[src/rtl/glip_uart_receive_cfg_if.sv]
// glip_uart_receive_cfg_if: head-of-buffer handshake of the configurable UART receiver.
//   out_data       : head entry data (DATA_BITS wide)
//   out_parity_err : head entry had a parity mismatch
//   out_frame_err  : head entry had a low stop bit
//   out_valid      : buffer non-empty
//   out_ready      : consumer accepts the head entry
// Modports: master = receiver side, slave = consumer side.
interface glip_uart_receive_cfg_if #(
   parameter int unsigned DATA_BITS = 8
);
   logic [DATA_BITS-1:0] out_data;
   logic                 out_parity_err;
   logic                 out_frame_err;
   logic                 out_valid;
   logic                 out_ready;

   modport master (
      output out_data,
      output out_parity_err,
      output out_frame_err,
      output out_valid,
      input  out_ready
   );

   modport slave (
      input  out_data,
      input  out_parity_err,
      input  out_frame_err,
      input  out_valid,
      output out_ready
   );
endinterface

[src/rtl/glip_uart_receive_cfg.sv]
// glip_uart_receive_cfg: configurable UART receiver with FWFT receive buffer.
//   clk_io    : clock
//   rst       : synchronous active-high reset
//   divisor   : clk_io cycles per bit, clamped to a minimum of 4
//   rx        : asynchronous serial input, idle high
//   out       : head-of-buffer data/flags with ready/valid handshake (master modport)
//   level     : current buffer entry count
//   overflow  : sticky, a completed frame was dropped on a full buffer
//   break_det : one-cycle pulse per detected break
module glip_uart_receive_cfg #(
   parameter int unsigned DATA_BITS  = 8,
   parameter string       PARITY     = "NONE",
   parameter int unsigned STOP_BITS  = 1,
   parameter int unsigned DIV_WIDTH  = 16,
   parameter int unsigned FIFO_DEPTH = 16
) (
   input  logic                         clk_io,
   input  logic                         rst,
   input  logic [DIV_WIDTH-1:0]         divisor,
   input  logic                         rx,
   glip_uart_receive_cfg_if.master      out,
   output logic [$clog2(FIFO_DEPTH):0]  level,
   output logic                         overflow,
   output logic                         break_det
);

   localparam int unsigned AW        = $clog2(FIFO_DEPTH);
   localparam int unsigned EW        = DATA_BITS + 2;
   localparam bit          HasParity = (PARITY != "NONE");
   localparam bit          OddParity = (PARITY == "ODD");
   localparam logic [AW:0] DepthCnt  = (AW+1)'(FIFO_DEPTH);

   localparam logic [2:0] StIdle      = 3'd0;
   localparam logic [2:0] StStart     = 3'd1;
   localparam logic [2:0] StData      = 3'd2;
   localparam logic [2:0] StParity    = 3'd3;
   localparam logic [2:0] StStop      = 3'd4;
   localparam logic [2:0] StBreakWait = 3'd5;

   // Input synchroniser
   logic rx_meta, rxs;

   always_ff @(posedge clk_io) begin
      if (rst) begin
         rx_meta <= 1'b1;
         rxs     <= 1'b1;
      end else begin
         rx_meta <= rx;
         rxs     <= rx_meta;
      end
   end

   // Receive FSM
   logic [2:0]           state_q, state_d;
   logic [DIV_WIDTH-1:0] cnt_q, cnt_d;
   logic [DIV_WIDTH-1:0] div_q, div_d;
   logic [3:0]           bit_q, bit_d;
   logic [DATA_BITS-1:0] shift_q, shift_d;
   logic                 par_q, par_d;
   logic                 ferr_q, ferr_d;
   logic                 stop_one_q, stop_one_d;

   logic                 tick;
   logic [DIV_WIDTH-1:0] div_sel;
   logic                 ferr_n, stop_one_n;
   logic                 par_x, perr;
   logic                 push, brk;
   logic [EW-1:0]        entry;

   always_comb begin
      state_d    = state_q;
      cnt_d      = cnt_q;
      div_d      = div_q;
      bit_d      = bit_q;
      shift_d    = shift_q;
      par_d      = par_q;
      ferr_d     = ferr_q;
      stop_one_d = stop_one_q;
      push       = 1'b0;
      brk        = 1'b0;
      tick       = (cnt_q == '0);
      div_sel    = (divisor < DIV_WIDTH'(4)) ? DIV_WIDTH'(4) : divisor;
      ferr_n     = ferr_q | ~rxs;
      stop_one_n = stop_one_q | rxs;
      par_x      = (^shift_q) ^ par_q;
      perr       = HasParity && (OddParity ? ~par_x : par_x);
      entry      = {perr, ferr_n, shift_q};

      unique case (state_q)
         StIdle: begin
            if (!rxs) begin
               state_d = StStart;
               div_d   = div_sel;
               // Counting starts the cycle after the edge is seen, so one less than
               // half a bit puts the start sample exactly div/2 cycles after it.
               cnt_d   = (div_sel >> 1) - DIV_WIDTH'(1);
            end
         end

         StStart: begin
            if (!tick) begin
               cnt_d = cnt_q - DIV_WIDTH'(1);
            end else if (rxs) begin
               state_d = StIdle;
            end else begin
               cnt_d   = div_q - DIV_WIDTH'(1);
               bit_d   = '0;
               state_d = StData;
            end
         end

         StData: begin
            if (!tick) begin
               cnt_d = cnt_q - DIV_WIDTH'(1);
            end else begin
               cnt_d   = div_q - DIV_WIDTH'(1);
               shift_d = {rxs, shift_q[DATA_BITS-1:1]};
               if (bit_q == 4'(DATA_BITS - 1)) begin
                  bit_d      = '0;
                  ferr_d     = 1'b0;
                  stop_one_d = 1'b0;
                  par_d      = 1'b0;
                  state_d    = HasParity ? StParity : StStop;
               end else begin
                  bit_d = bit_q + 4'd1;
               end
            end
         end

         StParity: begin
            if (!tick) begin
               cnt_d = cnt_q - DIV_WIDTH'(1);
            end else begin
               cnt_d   = div_q - DIV_WIDTH'(1);
               par_d   = rxs;
               state_d = StStop;
            end
         end

         StStop: begin
            if (!tick) begin
               cnt_d = cnt_q - DIV_WIDTH'(1);
            end else begin
               cnt_d = div_q - DIV_WIDTH'(1);
               if (bit_q == 4'(STOP_BITS - 1)) begin
                  // Break: every sampled bit after the start bit was low.
                  if ((shift_q == '0) && (!HasParity || !par_q) && !stop_one_n) begin
                     brk     = 1'b1;
                     state_d = StBreakWait;
                  end else begin
                     push    = 1'b1;
                     state_d = StIdle;
                  end
               end else begin
                  bit_d      = bit_q + 4'd1;
                  ferr_d     = ferr_n;
                  stop_one_d = stop_one_n;
               end
            end
         end

         StBreakWait: begin
            if (rxs) begin
               state_d = StIdle;
            end
         end

         default: state_d = StIdle;
      endcase
   end

   always_ff @(posedge clk_io) begin
      if (rst) begin
         state_q    <= StBreakWait;
         cnt_q      <= '0;
         div_q      <= DIV_WIDTH'(4);
         bit_q      <= '0;
         shift_q    <= '0;
         par_q      <= 1'b0;
         ferr_q     <= 1'b0;
         stop_one_q <= 1'b0;
      end else begin
         state_q    <= state_d;
         cnt_q      <= cnt_d;
         div_q      <= div_d;
         bit_q      <= bit_d;
         shift_q    <= shift_d;
         par_q      <= par_d;
         ferr_q     <= ferr_d;
         stop_one_q <= stop_one_d;
      end
   end

   // Receive buffer: entries are {parity_err, frame_err, data}
   logic [EW-1:0] mem [FIFO_DEPTH];
   logic [AW:0]   wr_q, rd_q;
   logic [AW:0]   count;
   logic          full, pop, do_push;
   logic [EW-1:0] head;

   assign count   = wr_q - rd_q;
   assign full    = (count == DepthCnt);
   assign pop     = out.out_valid & out.out_ready;
   // Fullness is judged before a same-cycle pop frees a slot.
   assign do_push = push & ~full;
   assign head    = mem[rd_q[AW-1:0]];

   always_ff @(posedge clk_io) begin
      if (rst) begin
         wr_q      <= '0;
         rd_q      <= '0;
         overflow  <= 1'b0;
         break_det <= 1'b0;
      end else begin
         break_det <= brk;
         if (do_push) begin
            wr_q <= wr_q + 1'b1;
         end
         if (pop) begin
            rd_q <= rd_q + 1'b1;
         end
         if (push && full) begin
            overflow <= 1'b1;
         end
      end
   end

   always_ff @(posedge clk_io) begin
      if (do_push) begin
         mem[wr_q[AW-1:0]] <= entry;
      end
   end

   always_comb begin
      level              = count;
      out.out_valid      = (count != '0);
      // Outputs read as zero while empty so the reset state is fully defined.
      out.out_data       = out.out_valid ? head[DATA_BITS-1:0] : '0;
      out.out_frame_err  = out.out_valid & head[DATA_BITS];
      out.out_parity_err = out.out_valid & head[DATA_BITS+1];
   end

endmodule

[src/flat_wrapper.sv]
// flat-port wrapper written by rule: the top's interface ports become plain ports
module glip_uart_receive_cfg_flat 
#(
   parameter int unsigned DATA_BITS  = 8,
   parameter string       PARITY     = "    ",
   parameter int unsigned STOP_BITS  = 1,
   parameter int unsigned DIV_WIDTH  = 16,
   parameter int unsigned FIFO_DEPTH = 16
)
  (clk_io, rst, divisor, rx, level, overflow, break_det, out_out_data, out_out_parity_err, out_out_frame_err, out_out_valid, out_out_ready);
  glip_uart_receive_cfg_if #(.DATA_BITS(DATA_BITS)) out_i ();
  input  logic clk_io;
  input  logic rst;
  input  logic [DIV_WIDTH-1:0] divisor;
  input  logic rx;
  output logic [$clog2(FIFO_DEPTH):0] level;
  output logic overflow;
  output logic break_det;
  output wire logic [$bits(out_i.out_data)-1:0] out_out_data;
  output wire logic [$bits(out_i.out_parity_err)-1:0] out_out_parity_err;
  output wire logic [$bits(out_i.out_frame_err)-1:0] out_out_frame_err;
  output wire logic [$bits(out_i.out_valid)-1:0] out_out_valid;
  input wire logic [$bits(out_i.out_ready)-1:0] out_out_ready;
  assign out_out_data = out_i.out_data;
  assign out_out_parity_err = out_i.out_parity_err;
  assign out_out_frame_err = out_i.out_frame_err;
  assign out_out_valid = out_i.out_valid;
  assign out_i.out_ready = out_out_ready;
  glip_uart_receive_cfg #(.DATA_BITS(DATA_BITS), .PARITY(PARITY), .STOP_BITS(STOP_BITS), .DIV_WIDTH(DIV_WIDTH), .FIFO_DEPTH(FIFO_DEPTH)) u_core (.clk_io(clk_io), .rst(rst), .divisor(divisor), .rx(rx), .out(out_i), .level(level), .overflow(overflow), .break_det(break_det));
endmodule
[config.mk]
export PLATFORM = sky130hd
export DESIGN_NAME = glip_uart_receive_cfg_flat
export DESIGN_NICKNAME = d
export VERILOG_FILES = /design/src/rtl/glip_uart_receive_cfg_if.sv /design/src/rtl/glip_uart_receive_cfg.sv /design/src/flat_wrapper.sv
export SDC_FILE = /design/constraint.sdc
export NUM_CORES = 1
export LEC_CHECK = 0
export ABC_CLOCK_PERIOD_IN_PS = 4500
export CORE_MARGIN = 4
export CORE_UTILIZATION = 60
export DETAILED_ROUTE_END_ITERATION = 10
export PLACE_DENSITY = 0.84
export SLEW_MARGIN = 20
export SYNTH_ARGS = -nofsm -noshare
export SYNTH_HDL_FRONTEND = slang
export SYNTH_SLANG_ARGS = --single-unit
export TNS_END_PERCENT = 5
[constraint.sdc]
create_clock -name clk_io -period 4.5 [get_ports clk_io]
set_input_delay 0.9 -clock clk_io [delete_from_list [all_inputs] [get_ports clk_io]]
set_output_delay 0.9 -clock clk_io [all_outputs]
set_load 0.03 [all_outputs]
# ---- Word level (Yosys, flattened, before mapping)
# Memories as Yosys holds them, arrays and structs flattened. A register that Yosys moved wholly into a read port is not among the register bits.
# Cells that the tools add are included.
dict set report totals {
  register_bits 64
  ramBits 160
  inputBits 20
  out_inout_bits 18
  elab_cells 121
  memories 1
}
# name depth word_bits read_ports rd_ports_with_merged_regs write_ports line_no
set memory_table {}
lappend memory_table {u_core.mem 16 10 1 1 1 glip_uart_receive_cfg.sv:195} ;# logic [EW-1:0] mem [FIFO_DEPTH];
dict set report op_classes {
  n_addsub 7
  n_lt_le_gt_ge 1
  n_eq_ne 18
  muxes 44
  bitwise_logic 12
  n_reduce_logical 24
}
# operator count
set ops {}
lappend ops {{$mux 16} 5}
lappend ops {{$pmux 16 s3} 1}
lappend ops {{$mux 4} 8}
lappend ops {{$sub 16x1->16 const B} 2}
lappend ops {{$mux 3} 9}
lappend ops {{$pmux 3 s6} 1}
lappend ops {{$logic_not 16->1} 1}
lappend ops {{$lt 16x3->1 const B} 1}
lappend ops {{$sub 15x1->16 const B} 1}
lappend ops {{$mux 1} 14}
lappend ops {{$ne 2x1->1 const B} 7}
lappend ops {{$pmux 4 s3} 1}
lappend ops {{$add 5x1->5 const B} 2}
lappend ops {{$logic_not 8->1} 1}
lappend ops {{$mux 8} 1}
lappend ops {{$reduce_and 8->1} 1}
lappend ops {{$reduce_xor 8->1} 1}
lappend ops {{$eq 3x2->1 const B} 2}
lappend ops {{$eq 3x3->1 const B} 2}
lappend ops {{$ne 2x2->1 const B} 3}
lappend ops {{$pmux 1 s2} 3}
lappend ops {{$reduce_and 6->1} 1}
lappend ops {{$reduce_bool 3->1} 2}
lappend ops {{$eq 5x5->1 const B} 1}
lappend ops {{other kinds (22)} 35}

# ---- Longest topological paths before layout
dict set report logic_depth {
  word_depth 10
  mapped_depth 13
  ltp_nobuf 11
}

# ---- Least setup slack after synthesis
# Ideal clock, no wire load.
dict set report synth_path {
  kind {register to output}
  from {register u_core.wr_q[0]}
  to {output out_out_data[0]}
  t_arrival_ns 2.848
  t_required_ns 3.600
  slack_ns 0.752
  path_stages_with_launch 9
  n_path_buf 1
  cell_sequence {dfxtp_1 inv_1 ha_1 fa_1 xnor2_1 nor3_1 o221ai_1 clkbuf_1 and2_1}
}
dict set report synth_between {
  elab_chain_len 3
}
# item line_no
set synth_rtl {}
lappend synth_rtl {{start: declaration} glip_uart_receive_cfg.sv:196} ;# logic [AW:0] wr_q, rd_q;
lappend synth_rtl {{start signal: assignment} glip_uart_receive_cfg.sv:217} ;# wr_q <= wr_q + 1'b1;
lappend synth_rtl {{$sub 5x5->5} glip_uart_receive_cfg.sv:201} ;# assign count = wr_q - rd_q;
lappend synth_rtl {{via level[2]} flat_wrapper.sv:16} ;# output logic [$clog2(FIFO_DEPTH):0] level;
lappend synth_rtl {{$reduce_bool 5->1} glip_uart_receive_cfg.sv:236} ;# out.out_valid = (count != '0);
lappend synth_rtl {{via out_out_valid} flat_wrapper.sv:22} ;# output wire logic [$bits(out_i.out_valid)-1:0] out_out_valid;
lappend synth_rtl {{$mux 8} glip_uart_receive_cfg.sv:238} ;# out.out_data = out.out_valid ? head[DATA_BITS-1:0] : '0;
lappend synth_rtl {{end: declaration} flat_wrapper.sv:19} ;# output wire logic [$bits(out_i.out_data)-1:0] out_out_data;
# The timed path passes the listed nets, and every way through them passes these cells.

# ---- Worst setup path in the final report
dict set report layout_path {
  from {register u_core.wr_q[0]}
  to {output out_out_data[5]}
}
dict set report layout_between {
  elab_chain_len 3
}
# item line_no
set layout_rtl {}
lappend layout_rtl {{$sub 5x5->5} glip_uart_receive_cfg.sv:201}
lappend layout_rtl {{$reduce_bool 5->1} glip_uart_receive_cfg.sv:236}
lappend layout_rtl {{$mux 8} glip_uart_receive_cfg.sv:238}
# No other way between the ends.

==> impl_metrics.json <==
{
  "synth_fa_ha_area_share_pct": 2.182,
  "hold_viol": 0,
  "drv_slew": 0,
  "place_congestion": 0.8915,
  "r2r-end": "u_core.mem[13][3]",
  "path_cells": "inv_1 -> ha_1 -> fa_1 -> nor2b_1 -> o21a_1 -> nor3_1 -> o221ai_1 -> buf_4 -> and2_1 -> clkdlybuf4s50_1",
  "crit_path_start": "u_core.wr_q[0]",
  "grt_pass1_wl_um": 35270,
  "die_height_um": 137.7,
  "holdPathEnd": "u_core.rxs",
  "diodes": 0,
  "synthTopCellsByArea": "edfxtp_1 48%, dfxtp_1 13%, mux4_2 11%",
  "area_delta_synth_final_pct": 14.29,
  "cap_violations": 0,
  "grt_antenna_before_repair": 0,
  "layout-drive-gt1-share_pct": 17.38,
  "fin_skew_ns": 0.01534,
  "vdd_ir_drop_max_uv": 415.6,
  "outcome": "finished clean",
  "cts_resized": 0,
  "max_slew.worst_pin.slew_ns": 0.9150,
  "cts_hold_buf": 0,
  "rsz0062_at_grt": "false",
  "wl_per_cell_um": 21.79,
  "ant_nets": 0,
  "avgSynthCellArea_um2": 13.70,
  "required_ns": 3.60,
  "cts_tree": "yes",
  "die_area_um2": 18960,
  "drt_iter0_markers": 414,
  "power_density_nw_per_um2": 577.9,
  "fmax_ghz": 0.2336,
  "synth_top_area_share_pct": 47.60,
  "ys_async_sr_fraction_pct": 0,
  "r2r-start": "u_core.wr_q[0]",
  "track_usage_pct": 24.32,
  "nNetsFinal": 815,
  "synthXorXnorAreaFrac_pct": 1.562,
  "ys.flop_type": "edfxtp_1",
  "post_cts_buffers": 0,
  "setup_slack_ns": 0.2200,
  "cp_max_fo": 15,
  "synth_mux_area_share_pct": 12.25,
  "hp-class": "reg -> reg",
  "min-delay-start": "u_core.rx_meta",
  "synth-edff-count": 160,
  "post-route-period-util_pct": 95.11,
  "initial_core_util_pct": 61.08,
  "placedCellCount": 973,
  "start_kind": "register",
  "synth_cells": 737,
  "ys_warn_count": 0,
  "dpl.hpwl_um": 14100,
  "setup_violations": 0,
  "route.detailed.drc": 0,
  "syn_area_um2": 10090,
  "holdPathStages": 1,
  "synth_common_cells": "160 x edfxtp_1, 68 x dfxtp_1, 67 x nor2_1",
  "cts_made_buffers": 23,
  "io_pins": 38,
  "reg2reg_slack_ns": 0.98,
  "fill_cells": 1065,
  "synthSimpleGateAreaFrac_pct": 11.68,
  "hold_ws_ns": 0.4086,
  "ys_seq_elements": 228,
  "grt_pass1_vias": 6322,
  "place_ws_ns": 0.6870,
  "placementRows": 47,
  "cts_sinks": 228,
  "io_buffers": 37,
  "yosysMostFrequentCell": "edfxtp_1",
  "vias": 6336,
  "vias_per_cell": 6.249,
  "core_area_um2": 16520,
  "htree_levels": 1,
  "path_clk_slew_ns": 0.06,
  "r2r_cells": 10,
  "wirelength_um": 22090,
  "path_class": "reg -> out",
  "grt_max_degree": 41,
  "dr.pass1.iters": 5,
  "grt-ovfl-total": 0,
  "clock-root-buffer": "clkbuf_16",
  "p_leak_uw": 0.003749,
  "critical-path-max-stage-delay_ns": 0.68,
  "synth_top_family_by_area": "multiplexers",
  "clkLatencyLatePin_ns": 0.50,
  "relSlewSlack_pct": 38.77,
  "period_minus_slack_ns": 4.280,
  "synth_fp_nets": 774,
  "die_w_um": 137.7,
  "cp-end-kind": "primary output",
  "setup_tns_ns": 0,
  "yosysUniqueCellTypes": 70,
  "final_cells": 1014,
  "critPathSlowestCell": "clkdlybuf4s50_1",
  "yosysTopAreaCell": "edfxtp_1",
  "clk_path_buf_depth": 3,
  "seq_area_frac_synth_pct": 61.09,
  "arrival_ns": 3.38,
  "synth_compound_area_share_pct": 8.454
}
==> per-stage QoR <==
step	area, um^2	utilization [%]	total power (uW)
after CTS	11520	69.72	6688
after global placement	10700	64.78	4578
after detailed placement	10700	64.78	4632
after global routing	11540	69.81	6976
after floorplan	10090	-	4064
final	11540	69.81	6667
==> worst max-delay path, delay by kind of cell (launching register included) <==
family,cells,cell delay (ns)
adder cells (fa/ha/maj),2,0.70
buffers and inverters,3,1.04
AO/OA/AOI/OAI,2,0.33
AND/OR/NAND/NOR,3,0.39
flip-flops,1,0.43
==> how the worst max path moves through the flow <==
stage	end	slack, ns
finish	out_out_data[5]	0.22
global route	out_out_data[4]	0.07
CTS	out_out_data[5]	0.25
detailed placement	u_core.cnt_q[14]	0.69
global placement	u_core.cnt_q[14]	0.76
floorplan	out_out_data[0]	0.75
==> report_power, final <==
group | total (uW) | switching (uW) | internal [uW]
combinational | 2150 | 1220 | 932
sequential | 2460 | 152 | 2310
clock | 2050 | 790 | 1260
total | 6670 | 2160 | 4500
==> layout by cell type (no fill, tap or decap), types with 8 or more instances in the layout <==
master and count:
dfxtp_1 67, o21ai_0 21, clkbuf_16 23, mux2i_1 11, mux4_2 50, nand2_1 48, nor3_1 17, a211oi_1 9
ha_1 16, inv_1 26, nand3_1 17, clkdlybuf4s50_1 36, and2_1 14, nor2_1 65, edfxtp_1 160, buf_4 16
a21oi_1 45, or3_1 8, xnor2_1 11
==> kinds of logic (layout without fill, tap and decap cells) <==
kind of cell	after synthesis	count (layout)
buffers and inverters	65	122
muxes	61	61
AOI/OAI and AO/OA	124	124
and+or+nand+nor	224	224
xor gates and xnor gates	18	18
adders and majority gates	17	17
DFF	228	228
==> state kept, by name, indices dropped and copies added (netlist names), 3 cells and up, named ones only <==
register and cells:
u_core.bit_q 4, u_core.cnt_q 16, u_core.div_q 16, u_core.mem 160, u_core.rd_q 5, u_core.shift_q 8
u_core.state_q 3, u_core.wr_q 5
==> routing by layer <==
layer | share of wire (%) | track usage, % | vias up
met5 | 0 | 0 | -
met4 | 1.6 | 5.708 | 0
met3 | 5.7 | 3.543 | 32
met2 | 53 | 43.38 | 229
met1 | 39 | 31.66 | 3178
li1 | - | - | 2897
==> area by class of cell <==
cell class / instances / area (um^2) / share of cell area (%)
clock buffers: 28 / 614.3 / 5.325
clock inverters: 13 / 202.7 / 1.757
inverters: 27 / 101.3 / 0.8785
multi-input cells: 444 / 3670 / 31.81
flip-flops and latches: 228 / 6167 / 53.46
well taps: 220 / 275.3 / 2.386
repair buffers: 54 / 505.5 / 4.382
(Power assumes the default switching activity.)
